[src/rtl/jtag_scan_sequencer_if.sv]
// Command/response bundle between a debug requester and the JTAG scan sequencer.
//   master : requester side (drives cmd_*, rsp_ready; receives cmd_ready, rsp_*)
//   slave  : sequencer side (the opposite directions)
// Signals:
//   cmd_valid/cmd_ready  command handshake
//   cmd_op               00 TLR, 01 IR scan, 10 DR scan, 11 idle tck cycles
//   cmd_len              scan length in bits, or idle tck count
//   cmd_data             TDI data, bit 0 shifted first
//   rsp_valid/rsp_ready  response handshake
//   rsp_data             captured TDO, first captured bit in bit 0
//   rsp_err              command was rejected (bad scan length)
interface jtag_scan_sequencer_if #(
    parameter int DR_MAX = 32,
    parameter int LW     = $clog2(DR_MAX + 1)
);
    logic              cmd_valid;
    logic              cmd_ready;
    logic [1:0]        cmd_op;
    logic [LW-1:0]     cmd_len;
    logic [DR_MAX-1:0] cmd_data;
    logic              rsp_valid;
    logic              rsp_ready;
    logic [DR_MAX-1:0] rsp_data;
    logic              rsp_err;

    modport master (
        output cmd_valid, cmd_op, cmd_len, cmd_data, rsp_ready,
        input  cmd_ready, rsp_valid, rsp_data, rsp_err
    );

    modport slave (
        input  cmd_valid, cmd_op, cmd_len, cmd_data, rsp_ready,
        output cmd_ready, rsp_valid, rsp_data, rsp_err
    );
endinterface

[src/rtl/jtag_scan_sequencer.sv]
// JTAG scan sequencer: walks the TAP state machine from the sys_clk domain.
// After reset it parks the TAP in Run-Test/Idle with a TLR sequence, then
// accepts one command at a time (TLR, IR scan, DR scan, idle cycles) and
// returns one response with the captured TDO bits.
// Ports:
//   sys_clk  single clock, all logic on posedge
//   reset    synchronous, active-high
//   bus      command/response interface (slave modport)
//   tck      generated test clock, low whenever no tck pulse is in progress
//   tms/tdi  TAP controls, changed only while tck is low
//   tdo      TAP data, registered once before use
module jtag_scan_sequencer #(
    parameter int DR_MAX  = 32,
    parameter int CLK_DIV = 2,
    parameter int LW      = $clog2(DR_MAX + 1)
) (
    input  logic                   sys_clk,
    input  logic                   reset,
    jtag_scan_sequencer_if.slave   bus,
    output logic                   tck,
    output logic                   tms,
    output logic                   tdi,
    input  logic                   tdo
);

    // tck counter holds up to 6 + 2^LW - 1 pulses without wrapping
    localparam int CW = LW + 3;
    localparam int DW = $clog2(CLK_DIV);

    localparam logic [1:0] OP_TLR  = 2'b00;
    localparam logic [1:0] OP_IR   = 2'b01;
    localparam logic [1:0] OP_DR   = 2'b10;

    localparam logic [DW-1:0]     DIV_LAST  = DW'(CLK_DIV - 1);
    localparam logic [CW-1:0]     NTCK_TLR  = CW'(6);
    localparam logic [DR_MAX-1:0] BIT0_MASK = {{(DR_MAX-1){1'b0}}, 1'b1};

    typedef enum logic [1:0] {
        ST_SYNC = 2'b00,
        ST_IDLE = 2'b01,
        ST_SCAN = 2'b10,
        ST_RESP = 2'b11
    } state_t;

    state_t            state_r;
    logic [1:0]        op_r;
    logic [CW-1:0]     len_r;
    logic [DR_MAX-1:0] data_r;
    logic [CW-1:0]     ntck_r;
    logic [CW-1:0]     cnt_r;
    logic [DW-1:0]     div_r;
    logic              tdo_r;
    logic              tck_r;
    logic              tms_r;
    logic              tdi_r;
    logic              cmd_ready_r;
    logic              rsp_valid_r;
    logic              rsp_err_r;
    logic [DR_MAX-1:0] rsp_data_r;
    logic [CW-1:0]     new_len_s;

    // tck index at which shifting starts: IR enters Shift-IR after 4 tck, DR after 3
    function automatic logic [CW-1:0] shift_start(input logic [1:0] op);
        logic [CW-1:0] pre;
        case (op)
            OP_IR:   pre = CW'(4);
            OP_DR:   pre = CW'(3);
            default: pre = CW'(0);
        endcase
        return pre;
    endfunction

    // Total tck pulses for a command, Run-Test/Idle to Run-Test/Idle
    function automatic logic [CW-1:0] calc_ntck(input logic [1:0] op, input logic [CW-1:0] len);
        logic [CW-1:0] n;
        case (op)
            OP_TLR:  n = NTCK_TLR;
            OP_IR:   n = len + CW'(6);
            OP_DR:   n = len + CW'(5);
            default: n = len;
        endcase
        return n;
    endfunction

    // True when tck index k is a shift bit of an IR/DR scan
    function automatic logic is_shift(input logic [1:0] op, input logic [CW-1:0] len,
                                      input logic [CW-1:0] k);
        logic r;
        if ((op == OP_IR) || (op == OP_DR)) begin
            r = (k >= shift_start(op)) && (k < (shift_start(op) + len));
        end else begin
            r = 1'b0;
        end
        return r;
    endfunction

    // {tms, tdi} to present for tck index k; indices past the end give {0,0}
    function automatic logic [1:0] drive_bits(input logic [1:0] op, input logic [CW-1:0] len,
                                              input logic [CW-1:0] k, input logic [DR_MAX-1:0] data);
        logic          tms_v;
        logic          tdi_v;
        logic [CW-1:0] pre;
        pre   = shift_start(op);
        tdi_v = 1'b0;
        case (op)
            OP_TLR: begin
                tms_v = (k < CW'(5));
            end
            OP_IR, OP_DR: begin
                if (k < pre) begin
                    // IR: 1,1,0,0 (via Select-IR); DR: 1,0,0
                    tms_v = (op == OP_IR) ? (k < CW'(2)) : (k == CW'(0));
                end else if (k < (pre + len)) begin
                    // last shift bit leaves Shift-xR
                    tms_v = (k == (pre + len - CW'(1)));
                    tdi_v = |(data & (BIT0_MASK << (k - pre)));
                end else begin
                    // Exit1 -> Update (1), Update -> Run-Test/Idle (0)
                    tms_v = (k == (pre + len));
                end
            end
            default: begin
                tms_v = 1'b0;
            end
        endcase
        return {tms_v, tdi_v};
    endfunction

    assign new_len_s = {3'b000, bus.cmd_len};

    assign tck           = tck_r;
    assign tms           = tms_r;
    assign tdi           = tdi_r;
    assign bus.cmd_ready = cmd_ready_r;
    assign bus.rsp_valid = rsp_valid_r;
    assign bus.rsp_err   = rsp_err_r;
    assign bus.rsp_data  = rsp_data_r;

    // Sequencer FSM, tck divider/pulse engine and all registered outputs
    always_ff @(posedge sys_clk) begin
        tdo_r <= tdo;
        if (reset) begin
            // abandon any scan and queue the post-reset TLR sequence
            state_r     <= ST_SYNC;
            op_r        <= OP_TLR;
            len_r       <= CW'(0);
            data_r      <= {DR_MAX{1'b0}};
            ntck_r      <= NTCK_TLR;
            cnt_r       <= CW'(0);
            div_r       <= DW'(0);
            tck_r       <= 1'b0;
            tms_r       <= 1'b1;
            tdi_r       <= 1'b0;
            cmd_ready_r <= 1'b0;
            rsp_valid_r <= 1'b0;
            rsp_err_r   <= 1'b0;
            rsp_data_r  <= {DR_MAX{1'b0}};
        end else begin
            case (state_r)
                ST_IDLE: begin
                    if (bus.cmd_valid && cmd_ready_r) begin
                        op_r        <= bus.cmd_op;
                        len_r       <= new_len_s;
                        data_r      <= bus.cmd_data;
                        ntck_r      <= calc_ntck(bus.cmd_op, new_len_s);
                        cmd_ready_r <= 1'b0;
                        cnt_r       <= CW'(0);
                        div_r       <= DW'(0);
                        tck_r       <= 1'b0;
                        rsp_data_r  <= {DR_MAX{1'b0}};
                        if (((bus.cmd_op == OP_IR) || (bus.cmd_op == OP_DR)) &&
                            ((bus.cmd_len == LW'(0)) || (bus.cmd_len > LW'(DR_MAX)))) begin
                            // rejected scan: no tck at all
                            state_r     <= ST_RESP;
                            rsp_valid_r <= 1'b1;
                            rsp_err_r   <= 1'b1;
                        end else if (calc_ntck(bus.cmd_op, new_len_s) == CW'(0)) begin
                            // idle of zero cycles completes at once
                            state_r     <= ST_RESP;
                            rsp_valid_r <= 1'b1;
                            rsp_err_r   <= 1'b0;
                        end else begin
                            state_r        <= ST_SCAN;
                            rsp_err_r      <= 1'b0;
                            {tms_r, tdi_r} <= drive_bits(bus.cmd_op, new_len_s, CW'(0), bus.cmd_data);
                        end
                    end
                end
                ST_SYNC, ST_SCAN: begin
                    if (!tck_r) begin
                        if (cnt_r == ntck_r) begin
                            // one cycle after the final falling edge
                            if (state_r == ST_SYNC) begin
                                state_r     <= ST_IDLE;
                                cmd_ready_r <= 1'b1;
                            end else begin
                                state_r     <= ST_RESP;
                                rsp_valid_r <= 1'b1;
                            end
                        end else if (div_r == DIV_LAST) begin
                            tck_r <= 1'b1;
                            div_r <= DW'(0);
                            if (is_shift(op_r, len_r, cnt_r)) begin
                                rsp_data_r <= rsp_data_r |
                                              ({{(DR_MAX-1){1'b0}}, tdo_r} << (cnt_r - shift_start(op_r)));
                            end
                        end else begin
                            div_r <= div_r + DW'(1);
                        end
                    end else begin
                        if (div_r == DIV_LAST) begin
                            // falling edge: advance and present the next tms/tdi
                            tck_r          <= 1'b0;
                            div_r          <= DW'(0);
                            cnt_r          <= cnt_r + CW'(1);
                            {tms_r, tdi_r} <= drive_bits(op_r, len_r, cnt_r + CW'(1), data_r);
                        end else begin
                            div_r <= div_r + DW'(1);
                        end
                    end
                end
                ST_RESP: begin
                    if (bus.rsp_ready) begin
                        rsp_valid_r <= 1'b0;
                        cmd_ready_r <= 1'b1;
                        state_r     <= ST_IDLE;
                    end
                end
                default: begin
                    state_r <= ST_SYNC;
                end
            endcase
        end
    end

endmodule

[src/flat_wrapper.sv]
// flat-port wrapper written by rule: the top's interface ports become plain ports
module jtag_scan_sequencer_flat 
#(
    parameter int DR_MAX  = 32,
    parameter int CLK_DIV = 2,
    parameter int LW      = $clog2(DR_MAX + 1)
)
  (sys_clk, reset, tck, tms, tdi, tdo, bus_cmd_valid, bus_cmd_op, bus_cmd_len, bus_cmd_data, bus_rsp_ready, bus_cmd_ready, bus_rsp_valid, bus_rsp_data, bus_rsp_err);
  jtag_scan_sequencer_if #(.DR_MAX(DR_MAX), .LW(LW)) bus_i ();
  input  logic sys_clk;
  input  logic reset;
  output logic tck;
  output logic tms;
  output logic tdi;
  input  logic tdo;
  input wire logic [$bits(bus_i.cmd_valid)-1:0] bus_cmd_valid;
  input wire logic [$bits(bus_i.cmd_op)-1:0] bus_cmd_op;
  input wire logic [$bits(bus_i.cmd_len)-1:0] bus_cmd_len;
  input wire logic [$bits(bus_i.cmd_data)-1:0] bus_cmd_data;
  input wire logic [$bits(bus_i.rsp_ready)-1:0] bus_rsp_ready;
  output wire logic [$bits(bus_i.cmd_ready)-1:0] bus_cmd_ready;
  output wire logic [$bits(bus_i.rsp_valid)-1:0] bus_rsp_valid;
  output wire logic [$bits(bus_i.rsp_data)-1:0] bus_rsp_data;
  output wire logic [$bits(bus_i.rsp_err)-1:0] bus_rsp_err;
  assign bus_i.cmd_valid = bus_cmd_valid;
  assign bus_i.cmd_op = bus_cmd_op;
  assign bus_i.cmd_len = bus_cmd_len;
  assign bus_i.cmd_data = bus_cmd_data;
  assign bus_i.rsp_ready = bus_rsp_ready;
  assign bus_cmd_ready = bus_i.cmd_ready;
  assign bus_rsp_valid = bus_i.rsp_valid;
  assign bus_rsp_data = bus_i.rsp_data;
  assign bus_rsp_err = bus_i.rsp_err;
  jtag_scan_sequencer #(.DR_MAX(DR_MAX), .CLK_DIV(CLK_DIV), .LW(LW)) u_core (.sys_clk(sys_clk), .reset(reset), .bus(bus_i), .tck(tck), .tms(tms), .tdi(tdi), .tdo(tdo));
endmodule
[config.mk]
export PLATFORM = sky130hd
export DESIGN_NAME = jtag_scan_sequencer_flat
export DESIGN_NICKNAME = d
export VERILOG_FILES = /design/src/rtl/jtag_scan_sequencer_if.sv /design/src/rtl/jtag_scan_sequencer.sv /design/src/flat_wrapper.sv
export SDC_FILE = /design/constraint.sdc
export NUM_CORES = 1
export LEC_CHECK = 0
export ABC_AREA = 1
export BUFFER_PORTS_ARGS = -buffer_cell sky130_fd_sc_hd__buf_2
export CORE_MARGIN = 5
export CORE_UTILIZATION = 58
export CTS_CLUSTER_SIZE = 16
export DETAILED_ROUTE_END_ITERATION = 12
export PLACE_DENSITY = 0.84
export SYNTH_ARGS = -nofsm -noshare
export SYNTH_HDL_FRONTEND = slang
export SYNTH_SLANG_ARGS = --single-unit
[constraint.sdc]
create_clock -name sys_clk -period 4.2 [get_ports sys_clk]
set_input_delay 1.26 -clock sys_clk [delete_from_list [all_inputs] [get_ports sys_clk]]
set_output_delay 1.26 -clock sys_clk [all_outputs]
set_load 0.1 [all_outputs]
* Yosys cells after proc, flatten, opt, wreduce, memory -nomap -nowiden
Cells that the tools add are included.
** Word-level totals
- Register bits after elaboration :: 100
- Input port bits :: 45
- Word-level logic and storage cells :: 196
** Cells by class
- $add $sub $neg :: 12
- Magnitude comparators :: 9
- Eq/ne operators :: 24
- Shift-type cells :: 3
- Muxes and demuxes :: 101
- Bitwise logic cells :: 3
- Reduce and logical (&&, ||, !) cells :: 29
** Operators with widths (count)
- 2-to-1 mux 9 bit :: 28
- 2-to-1 mux 32 bit :: 5
- AND 32 bit :: 2
- case mux 32 bit (2 select lines) :: 1
- OR reduction 32 bit :: 2
- left shift 1 x 9 -> 32 bit, first input constant :: 2
- 2-to-1 mux 1 bit :: 48
- logical NOT 9 bit :: 4
- OR 32 bit :: 1
- left shift 1 x 9 -> 32 bit :: 1
- adder 9 x 6 -> 9 bit :: 3
- == test 9 bit :: 3
- < comparator 9 bit :: 3
- case mux 9 bit (3 select lines) :: 1
- < comparator 1 x 9 -> 1 bit, first input constant :: 2
- case mux 9 bit (2 select lines) :: 1
- AND reduction 6 bit :: 3
- subtractor 9 x 1 -> 9 bit, second input constant :: 2
- subtractor 9 bit :: 2
- adder 6 x 3 -> 7 bit, second input constant :: 2
- 2-to-1 mux 2 bit :: 6
- != test 2 x 1 -> 1 bit, second input constant :: 6
- != test 2 bit, second input constant :: 6
- case mux 1 bit (2 select lines) :: 6
- other kinds (24) :: 41

* Depth between registers and ports, before layout
Gate-level depths: netlist (run 1).
- Word-level depth :: 31
- Depth in mapped cells :: 27
- Depth with buffers taken out :: 27

* Worst setup path before layout (run 1)
Ideal clock, no wire load.
- Path kind :: flip-flop to flip-flop
- Start :: register u_core.op_r[0]
- End :: register u_core.rsp_data_r[21] (netlist: u_core.bus.rsp_data[21])
- Setup time :: 67 ps
- Arrival time :: 3181 ps
- Data required time :: 4133 ps
- Setup slack :: 952 ps
- Stages on the path, launching flop included :: 21
- Period minus slack after synthesis :: 3248 ps
- Path through :: dfxtp_1 -> inv_1 -> ha_1 -> xor2_1 -> ha_1 -> inv_1 -> nand2_1 -> nand2_1 -> nand2_1 -> ha_1 -> a21oi_1 -> a21oi_1 -> o21a_1 -> o211ai_1 -> nand3_1 -> nand2_1 -> nand3b_1 -> nor3b_2 -> buf_4 -> a21oi_1 -> nor2_1
** Between the ends
- Cells in the longest elaborated chain, start to end :: 19
- Elaborated cells between the ends (all ways) :: 36
- Those cells by class :: add/sub (2); order compare (2); eq/ne (3); shift (1); mux (24); bitwise (1); reduce/logical (3)
** RTL lines
- start, declared :: line jtag_scan_sequencer.sv:46 : logic [1:0] op_r;
- start signal, assigned :: line jtag_scan_sequencer.sv:162 : op_r <= bus.cmd_op;
- == test 2 bit or == test 2 x 1 -> 1 bit (tied branches) :: line jtag_scan_sequencer.sv:65, jtag_scan_sequencer.sv:89
- case mux 3 bit (2 select lines) :: line jtag_scan_sequencer.sv:65 : case (op)
- 2-to-1 mux 9 bit :: line jtag_scan_sequencer.sv:89 : if ((op == OP_IR) || (op == OP_DR)) begin
- 2-to-1 mux 9 bit :: line jtag_scan_sequencer.sv:200 : end else if (div_r == DIV_LAST) begin
- 2-to-1 mux 9 bit :: line jtag_scan_sequencer.sv:191 : if (cnt_r == ntck_r) begin
- 2-to-1 mux 9 bit :: line jtag_scan_sequencer.sv:190 : if (!tck_r) begin
- 2-to-1 mux 9 bit :: line jtag_scan_sequencer.sv:159 : case (state_r)
- 2-to-1 mux 9 bit :: line jtag_scan_sequencer.sv:142 : if (reset) begin
- (+3 left out)
- 2-to-1 mux 1 bit :: line jtag_scan_sequencer.sv:89
- 2-to-1 mux 1 bit :: line jtag_scan_sequencer.sv:200
- 2-to-1 mux 1 bit :: line jtag_scan_sequencer.sv:191
- 2-to-1 mux 1 bit :: line jtag_scan_sequencer.sv:190
- 2-to-1 mux 1 bit :: line jtag_scan_sequencer.sv:159
- 2-to-1 mux 1 bit :: line jtag_scan_sequencer.sv:142
- != test 2 x 1 -> 1 bit (no source line)
- AND reduction 6 bit (no source line)
- end signal, assigned :: line jtag_scan_sequencer.sv:157 : rsp_data_r <= {DR_MAX{1'b0}};
- end signal, assigned :: line jtag_scan_sequencer.sv:170 : rsp_data_r <= {DR_MAX{1'b0}};
- end signal, assigned :: line jtag_scan_sequencer.sv:204 : rsp_data_r <= rsp_data_r |
- end, declared :: line jtag_scan_sequencer.sv:59 : logic [DR_MAX-1:0] rsp_data_r;
Parallel ways exist; a longest one is shown, timed or not. The select of a mux whose other input is x is not followed.
A chain may end at the register's enable or synchronous reset.

* Final worst setup path (run 1)
- Start :: register u_core.op_r[0]
- End :: register u_core.rsp_data_r[9] (netlist: u_core.bus.rsp_data[9])
Same word-level chain as after synthesis.

==> reports/results.ini, run 1 <==
[outcome]
run_status = completed

[floorplan]
die_y_um = 112
coreArea_um2 = 10200
pin_count = 83
placementRows = 37
die_x_um = 112
dieArea_um2 = 12500
initial_utilization_pct = 58.7

[placed_design]
dp_hpwl_mm = 11.5
globalplace.congestion = 1.01
io_buffers = 82
place_area_um2 = 6540

[critical_path]
crit_arrival_ns = 4.01
critPathKind = flop to flop
crit_start = u_core.op_r[0]
ff2ff_path_depth = 20
crit_top_cell = nand2_1
worstReg2RegStart = u_core.op_r[0]
cp_slowest_cell = dfxtp_1
end_kind = flop
crit_path_cell_trace = inv_1 -> ha_1 -> xor2_1 -> ha_1 -> inv_1 -> nand2_1 -> nand2_1 -> nand2_1 -> ha_1 -> a21oi_1 -> a21oi_1 -> o21a_1 -> o211ai_1 -> nand3_1 -> nand2_1 -> nand3b_1 -> nor3_2 -> buf_4 -> a21oi_1 -> nor2_1
cp-start-kind = flop
max_stage_delay_ns = 0.41
required_ns = 4.52
worstPathMaxFanout = 10

[routing]
postRouteAntennaNets = 0
routed_via_density = 5.46
met1Wirelength_mm = 6.85
first_pass_iters = 5
wl_met2_mm = 6.69
top_layer = met4
wl_met3_mm = 1.16
wl_per_cell_um = 13.8
drt_iter0_markers = 557
vias = 5954
drc = 0
drt_wl_total_mm = 15.0

[clock_tree]
cts.path.max_buffers = 2
clock_sinks = 98
clk_pin_slew_ns = 0.10
ctsHtreeMaxLevel = 3
cts.hold.buffers_added = 0
cts_resized = 0
clk_latency_ns = 0.39
root_buffer = clkbuf_8
post_cts_buffers = 0
cts_made_buffers = 9
cts_tree = yes

[logic_synthesis]
async_reset_ff_share_pct = 0
yosys_register_bits = 98
syn_nets = 963
synthFlopType = dfxtp_1
synth-warning-count = 0
netlist-cell-type-count = 43
synth_area_leaders = dfxtp_1 33%, nor2_1 9.4%, nand2_1 9.2%
yosys.area.top_type_share_pct = 32.7
synth_edf_count = 0
avgSynthCellArea_um2 = 6.86
syn-instance-count = 875
syn_area_um2 = 6000
yosysTopAreaCell = dfxtp_1
yosysSeqAreaShare_pct = 32.7

[global_routing]
grt_antenna_before_repair = 0
grt_usage_pct = 24.2
grt_pass1_vias = 5409
overflow = 0
grt_first_pass_wirelength_mm = 25.2
grt_max_degree = 59

[timing]
final.min_clock_period_ns = 3.68
worst_pin_slew_ns = 0.865
finalCritPeriodShare_pct = 87.7
drv_slew = 0
clock-skew-final_ns = 0.00770
grt_setup_unrepaired = no
setup_viol = 0
tns_ns = 0
hold_violations = 0
fmax_ghz = 0.272
maxSlewHeadroom_pct = 42.2

[finish]
nets = 1037
syn2layout_area_growth_pct = 12.8
design_area_um2 = 6770
antenna_cells = 0
drive_gt1_share_pct = 15.0

[min_path]
hold_start = u_core.bus.rsp_valid
holdPathStages = 2
min_path_type = flop to flop

[pwr]
vdd_drop_max_uv = 369
p_per_area_nw_per_um2 = 392
leakage_nw = 3.42

[job]
maxCapViolCount = 0

==> state kept, by name (all words and copies together), names as in the netlist <==
signal                flops
u_core.bus.rsp_data      32
u_core.data_r            32
u_core.cnt_r              9
u_core.ntck_r             7
u_core.len_r              6
u_core.op_r               2
u_core.state_r            2
u_core.bus.cmd_ready      1
u_core.bus.rsp_err        1
u_core.bus.rsp_valid      1
u_core.div_r              1
u_core.tck                1
u_core.tdi                1
u_core.tdo_r              1
u_core.tms                1
==> routing by layer <==
metal  GRT usage [%]  vias to the layer above
li1                -                     3028
met1            33.2                     2676
met2            37.3                      225
met3            5.92                       25
met4            8.03                        0
met5               0                        -
==> where the power goes <==
| part | total (mW) | leakage (nW) | switching (mW) | internal (mW) |
|---|---|---|---|---|
| clock | 0.705 | 0.118 | 0.357 | 0.348 |
| combinational | 0.917 | 2.51 | 0.646 | 0.271 |
| sequential | 1.03 | 0.791 | 0.0534 | 0.980 |
| total | 2.66 | 3.42 | 1.06 | 1.60 |
==> logic make-up after synthesis <==
logic type / share of synthesized area [%]
AND/OR/NAND/NOR: 30.9
adder cells (fa/ha/maj): 9.21
XOR/XNOR: 3.23
AO/OA/AOI/OAI: 15.5
buffers and inverters: 8.44
flip-flops: 32.7
==> through the flow <==
stage | instances | power, mW | util, % | worst slack (ns) | hold WS (ns)
final | 1090 | 2.66 | 66.2 | 0.517 | 0.459
after global routing | 1090 | 2.81 | 66.2 | 0.209 | 0.497
after CTS | 1090 | 2.65 | 66.2 | 0.538 | 0.458
after detailed placement | 1074 | 1.95 | 63.9 | 0.579 | 0.443
after global placement | 1074 | 1.94 | 63.9 | 0.687 | 0.444
after floorplan | 875 | 1.73 | - | 0.952 | 0.430
==> placed cells by master, fill, tap and decap left out, types with 2 or more instances in the layout <==
| cell type | netlist | final |
|---|---|---|
| nand2_2 | 7 | 7 |
| o31ai_1 | 3 | 3 |
| xor2_1 | 15 | 15 |
| nor3_2 | 2 | 3 |
| a21oi_1 | 77 | 77 |
| clkinv_4 | 0 | 2 |
| nor2_4 | 5 | 5 |
| o32ai_1 | 4 | 4 |
| ha_1 | 41 | 41 |
| buf_2 | 3 | 82 |
| clkbuf_8 | 0 | 9 |
| inv_1 | 99 | 99 |
| xnor2_1 | 4 | 4 |
| o211ai_1 | 5 | 5 |
| o221ai_1 | 2 | 2 |
| a2111oi_0 | 2 | 2 |
| o22ai_1 | 5 | 5 |
| nand4_1 | 34 | 34 |
| inv_8 | 0 | 2 |
| nor2_2 | 6 | 6 |
| nor3_1 | 7 | 6 |
| nor4_1 | 4 | 4 |
| a211oi_1 | 2 | 2 |
| inv_2 | 3 | 3 |
| bufinv_16 | 0 | 2 |
| nor2_1 | 151 | 151 |
| o2111ai_1 | 2 | 2 |
| fa_1 | 2 | 2 |
| nand3_1 | 39 | 39 |
| nand2_1 | 147 | 147 |
| dfxtp_1 | 98 | 98 |
| buf_4 | 3 | 10 |
| o21ai_0 | 63 | 63 |
| nand3_2 | 2 | 2 |
| o21bai_1 | 2 | 2 |
| or2_2 | 3 | 3 |
==> synth_stat cells (7+ instances only) <==
library cell  count
inv_1            99
dfxtp_1          98
nor2_1          151
nand2_1         147
nor3_1            7
o21ai_0          63
clkbuf_1         23
a21oi_1          77
nand2_2           7
nand4_1          34
ha_1             41
xor2_1           15
nand3_1          39
==> layout make-up <==
| cell class | count | area, um^2 |
|---|---|---|
| Tap cell | 136 | 170 |
| Clock buffer | 9 | 124 |
| Timing Repair Buffer | 92 | 485 |
| Inverter | 102 | 383 |
| Clock inverter | 7 | 109 |
| Sequential cell | 98 | 1960 |
| Fill cell | 954 | 3460 |
| Multi-Input combinational cell | 646 | 3540 |
==> worst max-delay path, delay by kind of cell (launching register included) <==
family                   cells  cell delay (ns)
buffers and inverters        3             0.41
flip-flops                   1             0.41
AO/OA/AOI/OAI                5             0.66
adder cells (fa/ha/maj)      3             0.83
AND/OR/NAND/NOR              8             1.11
XOR/XNOR                     1             0.19
==> final timing paths <==
path / end / slack, ns
worst max register to register: u_core.bus.rsp_data[9] / 0.52
worst min register to register: u_core.bus.rsp_valid / 0.46
worst max-delay path: u_core.bus.rsp_data[9] / 0.52
worst min-delay path: u_core.bus.rsp_valid / 0.46
Note: power is estimated with default switching activity, not from simulation.
==> run 2, diff against run 1 <==
- ABC_AREA: 1 -> 0
- CORE_ASPECT_RATIO: default -> 0.7
- CORE_UTILIZATION: 58 -> 59
- GPL_ROUTABILITY_DRIVEN: default -> 0
- PLACE_DENSITY: 0.84 -> 0.85
==> run 2 against run 1 <==
Net effect:
- final area rose by 3.3%
- combinational power fell by 25%
- first-iteration DRC count rose by 6.5%
- synthesized cell count fell by 8.9%
- critical path type unchanged
- critical endpoint unchanged
==> reports/results.ini, run 2 <==
[timing]
finalCritPeriodShare_pct = 92.3  ; was 87.7%
drv_slew = 0  ; unchanged
worst_pin_slew_ns = 1.12  ; was 0.865 ns
grt_setup_unrepaired = no  ; unchanged
final.min_clock_period_ns = 3.88  ; was 3.68 ns
maxSlewHeadroom_pct = 25.4  ; was 42.2%
setup_viol = 0  ; unchanged
hold_violations = 0  ; unchanged
tns_ns = 0  ; unchanged
fmax_ghz = 0.258  ; was 0.272 GHz
clock-skew-final_ns = 0.00973  ; was 0.00770 ns

[global_routing]
grt_first_pass_wirelength_mm = 27.0  ; was 25.2 mm
grt_pass1_vias = 5566  ; was 5409
use_met1_pct = 35.1  ; was 33.2%
grt_max_degree = 61  ; was 59
grt_usage_pct = 25.7  ; was 24.2%
grtUsageMet3_pct = 5.54  ; was 5.92%
overflow = 0  ; unchanged
use_met2_pct = 41.3  ; was 37.3%
grt_most_used_layer = met2  ; unchanged
grt_antenna_before_repair = 1  ; was 0

[min_path]
holdPathStages = 2  ; unchanged
min_path_type = flop to flop  ; unchanged
hold_start = u_core.bus.rsp_data[21]  ; was u_core.bus.rsp_valid
hold_end = u_core.bus.rsp_data[21]  ; was u_core.bus.rsp_valid

[clock_tree]
cts_resized = 0  ; unchanged
cts.hold.buffers_added = 0  ; unchanged
clk_pin_slew_ns = 0.07  ; was 0.10 ns
post_cts_buffers = 0  ; unchanged
cts_tree = yes  ; unchanged
cts_made_buffers = 9  ; unchanged
cts.path.max_buffers = 2  ; unchanged
ctsHtreeMaxLevel = 3  ; unchanged
clock_sinks = 98  ; unchanged
clk_latency_ns = 0.35  ; was 0.39 ns
root_buffer = clkbuf_16  ; was clkbuf_8

[critical_path]
r2r_end = u_core.bus.rsp_data[9]  ; unchanged
end_kind = flop  ; unchanged
critPathKind = flop to flop  ; unchanged
required_ns = 4.47  ; was 4.52 ns
crit_arrival_ns = 4.14  ; was 4.01 ns
cp-start-kind = flop  ; unchanged
ff2ff_path_depth = 12  ; was 20
worstPathMaxFanout = 32  ; was 10
r2r_setup_slack_ns = 0.32  ; was 0.52 ns
worstReg2RegStart = u_core.op_r[0]  ; unchanged

[routing]
first_pass_iters = 5  ; unchanged
drt_wl_total_mm = 16.5  ; was 15.0 mm
wl_per_cell_um = 16.6  ; was 13.8 um
drc = 0  ; unchanged
vias = 6109  ; was 5954
routed_via_density = 6.15  ; was 5.46
postRouteAntennaNets = 0  ; unchanged
drt_iter0_markers = 593  ; was 557

[logic_synthesis]
synth_edf_count = 0  ; unchanged
synth.top_cells.by_count = 149 x nand2_1, 98 x dfxtp_1, 68 x a21oi_1  ; was 151 x nor2_1, 147 x nand2_1, 99 x inv_1
synth_area_leaders = dfxtp_1 32%, nand2_1 9.0%, ha_1 8.3%  ; was dfxtp_1 33%, nor2_1 9.4%, nand2_1 9.2%
syn_nets = 885  ; was 963
yosysSeqAreaShare_pct = 31.7  ; was 32.7%
yosysTopAreaCell = dfxtp_1  ; unchanged
netlist-cell-type-count = 69  ; was 43
synth_most_common_cell = nand2_1  ; was nor2_1
syn-instance-count = 797  ; was 875
synthFlopType = dfxtp_1  ; unchanged
syn_area_um2 = 6180  ; was 6000 um^2
yosys.area.top_type_share_pct = 31.7  ; was 32.7%
avgSynthCellArea_um2 = 7.76  ; was 6.86 um^2
yosys_register_bits = 98  ; unchanged
async_reset_ff_share_pct = 0  ; unchanged
synth-warning-count = 0  ; unchanged

[floorplan]
pin_count = 83  ; unchanged
initial_utilization_pct = 60.1  ; was 58.7%
die_y_um = 95.6  ; was 112 um
coreArea_um2 = 10300  ; was 10200 um^2
die_x_um = 132  ; was 112 um
dieArea_um2 = 12700  ; was 12500 um^2
placementRows = 31  ; was 37

[finish]
syn2layout_area_growth_pct = 13.2  ; was 12.8%
drive_gt1_share_pct = 15.9  ; was 15.0%
final_common_cell = nand2_1  ; was nor2_1
nets = 944  ; was 1037
antenna_cells = 0  ; unchanged
most-common-layout-cells = 149 x nand2_1, 98 x dfxtp_1, 82 x buf_2  ; was 151 x nor2_1, 147 x nand2_1, 99 x inv_1

[pwr]
vdd_drop_max_uv = 230  ; was 369 uV
p_per_area_nw_per_um2 = 372  ; was 392 nW/um^2
power_mw = 2.60  ; was 2.66 mW
leakage_nw = 2.74  ; was 3.42 nW

[placed_design]
dp_hpwl_mm = 12.1  ; was 11.5 mm
io_buffers = 82  ; unchanged

[outcome]
run_status = completed  ; unchanged

[job]
maxCapViolCount = 0  ; unchanged

==> run 2: cell types whose count changed after synthesis, sizes merged, moves of 7 or more <==
cell and delta:
nor2b +8, and2 +8, clkbuf +13, or3 +7, xnor2 +19, nor2 -116, a21oi -10, nand3 -13
inv -74, a211oi +8
==> run 2: area by class of cell <==
class	count	area [um^2]
clock buffer	10	229
clock inverter	6	93.8
fill	828	3280
inverter	28	105
multi-input combinational	624	3930
sequential	98	1960
tap	132	165
timing repair buffer	95	508
==> run 2: through the flow <==
step	setup WS [ns]	cell area, um^2	cells	util [%]	hold slack [ns]
2_1_floorplan	0.944	6180	797	-	0.432
6_report	0.322	7000	993	68.1	0.448
4_1_cts	0.264	6990	993	68.0	0.454
3_3_place_gp	0.530	6670	977	64.9	0.431
3_5_place_dp	0.313	6670	977	64.9	0.435
5_1_grt	0.00203	7000	993	68.1	0.470
==> run 2: layer usage <==
layer,vias to the layer above,part of all wire (%),routed length (um)
met5,-,0.079,13
met4,2,1.3,208
met3,26,9.2,1510
met2,297,46,7500
met1,2844,44,7220
li1,2940,-,-
==> run 2: critical path, stage by stage (launching register included) <==
cell	delay, ns
dfxtp_1	0.41
inv_1	0.11
ha_1	0.34
xor2_1	0.21
ha_1	0.24
a21oi_1	0.31
o21ai_1	0.16
a211oi_2	0.50
ha_1	0.33
o21ai_0	0.08
a21oi_1	0.08
or3_2	0.72
o21ai_0	0.28
==> run 2: worst max path at each step <==
| stage | from | to | depth (start not counted) | slack [ns] |
|---|---|---|---|---|
| 4_1_cts | u_core.op_r[0] | u_core.bus.rsp_data[9] | 12 | 0.26 |
| 3_3_place_gp | u_core.op_r[0] | u_core.bus.rsp_data[18] | 12 | 0.53 |
| 5_1_grt | u_core.op_r[0] | u_core.bus.rsp_data[9] | 12 | 0.002 |
| 2_1_floorplan | bus_cmd_len[2] | u_core.tms | 10 | 0.94 |
| 6_report | u_core.op_r[0] | u_core.bus.rsp_data[9] | 12 | 0.32 |
| 3_5_place_dp | u_core.op_r[0] | u_core.bus.rsp_data[1] | 12 | 0.31 |
==> run 2: where the power goes <==
| part | leakage, nW | switching [mW] | internal, mW |
|---|---|---|---|
| clock network | 0.154 | 0.383 | 0.529 |
| registers | 0.790 | 0.0431 | 0.956 |
| logic | 1.79 | 0.463 | 0.226 |
==> run 2: cells by family (layout without fill, tap and decap cells) <==
family	after synthesis	after routing	synth area share, %
compound gates	202	202	20.0
fa+ha+maj	43	43	8.95
xor+xnor	42	42	6.74
buf+inv	75	139	4.98
simple gates	324	324	25.0
flops	98	98	31.7
mux	13	13	2.61
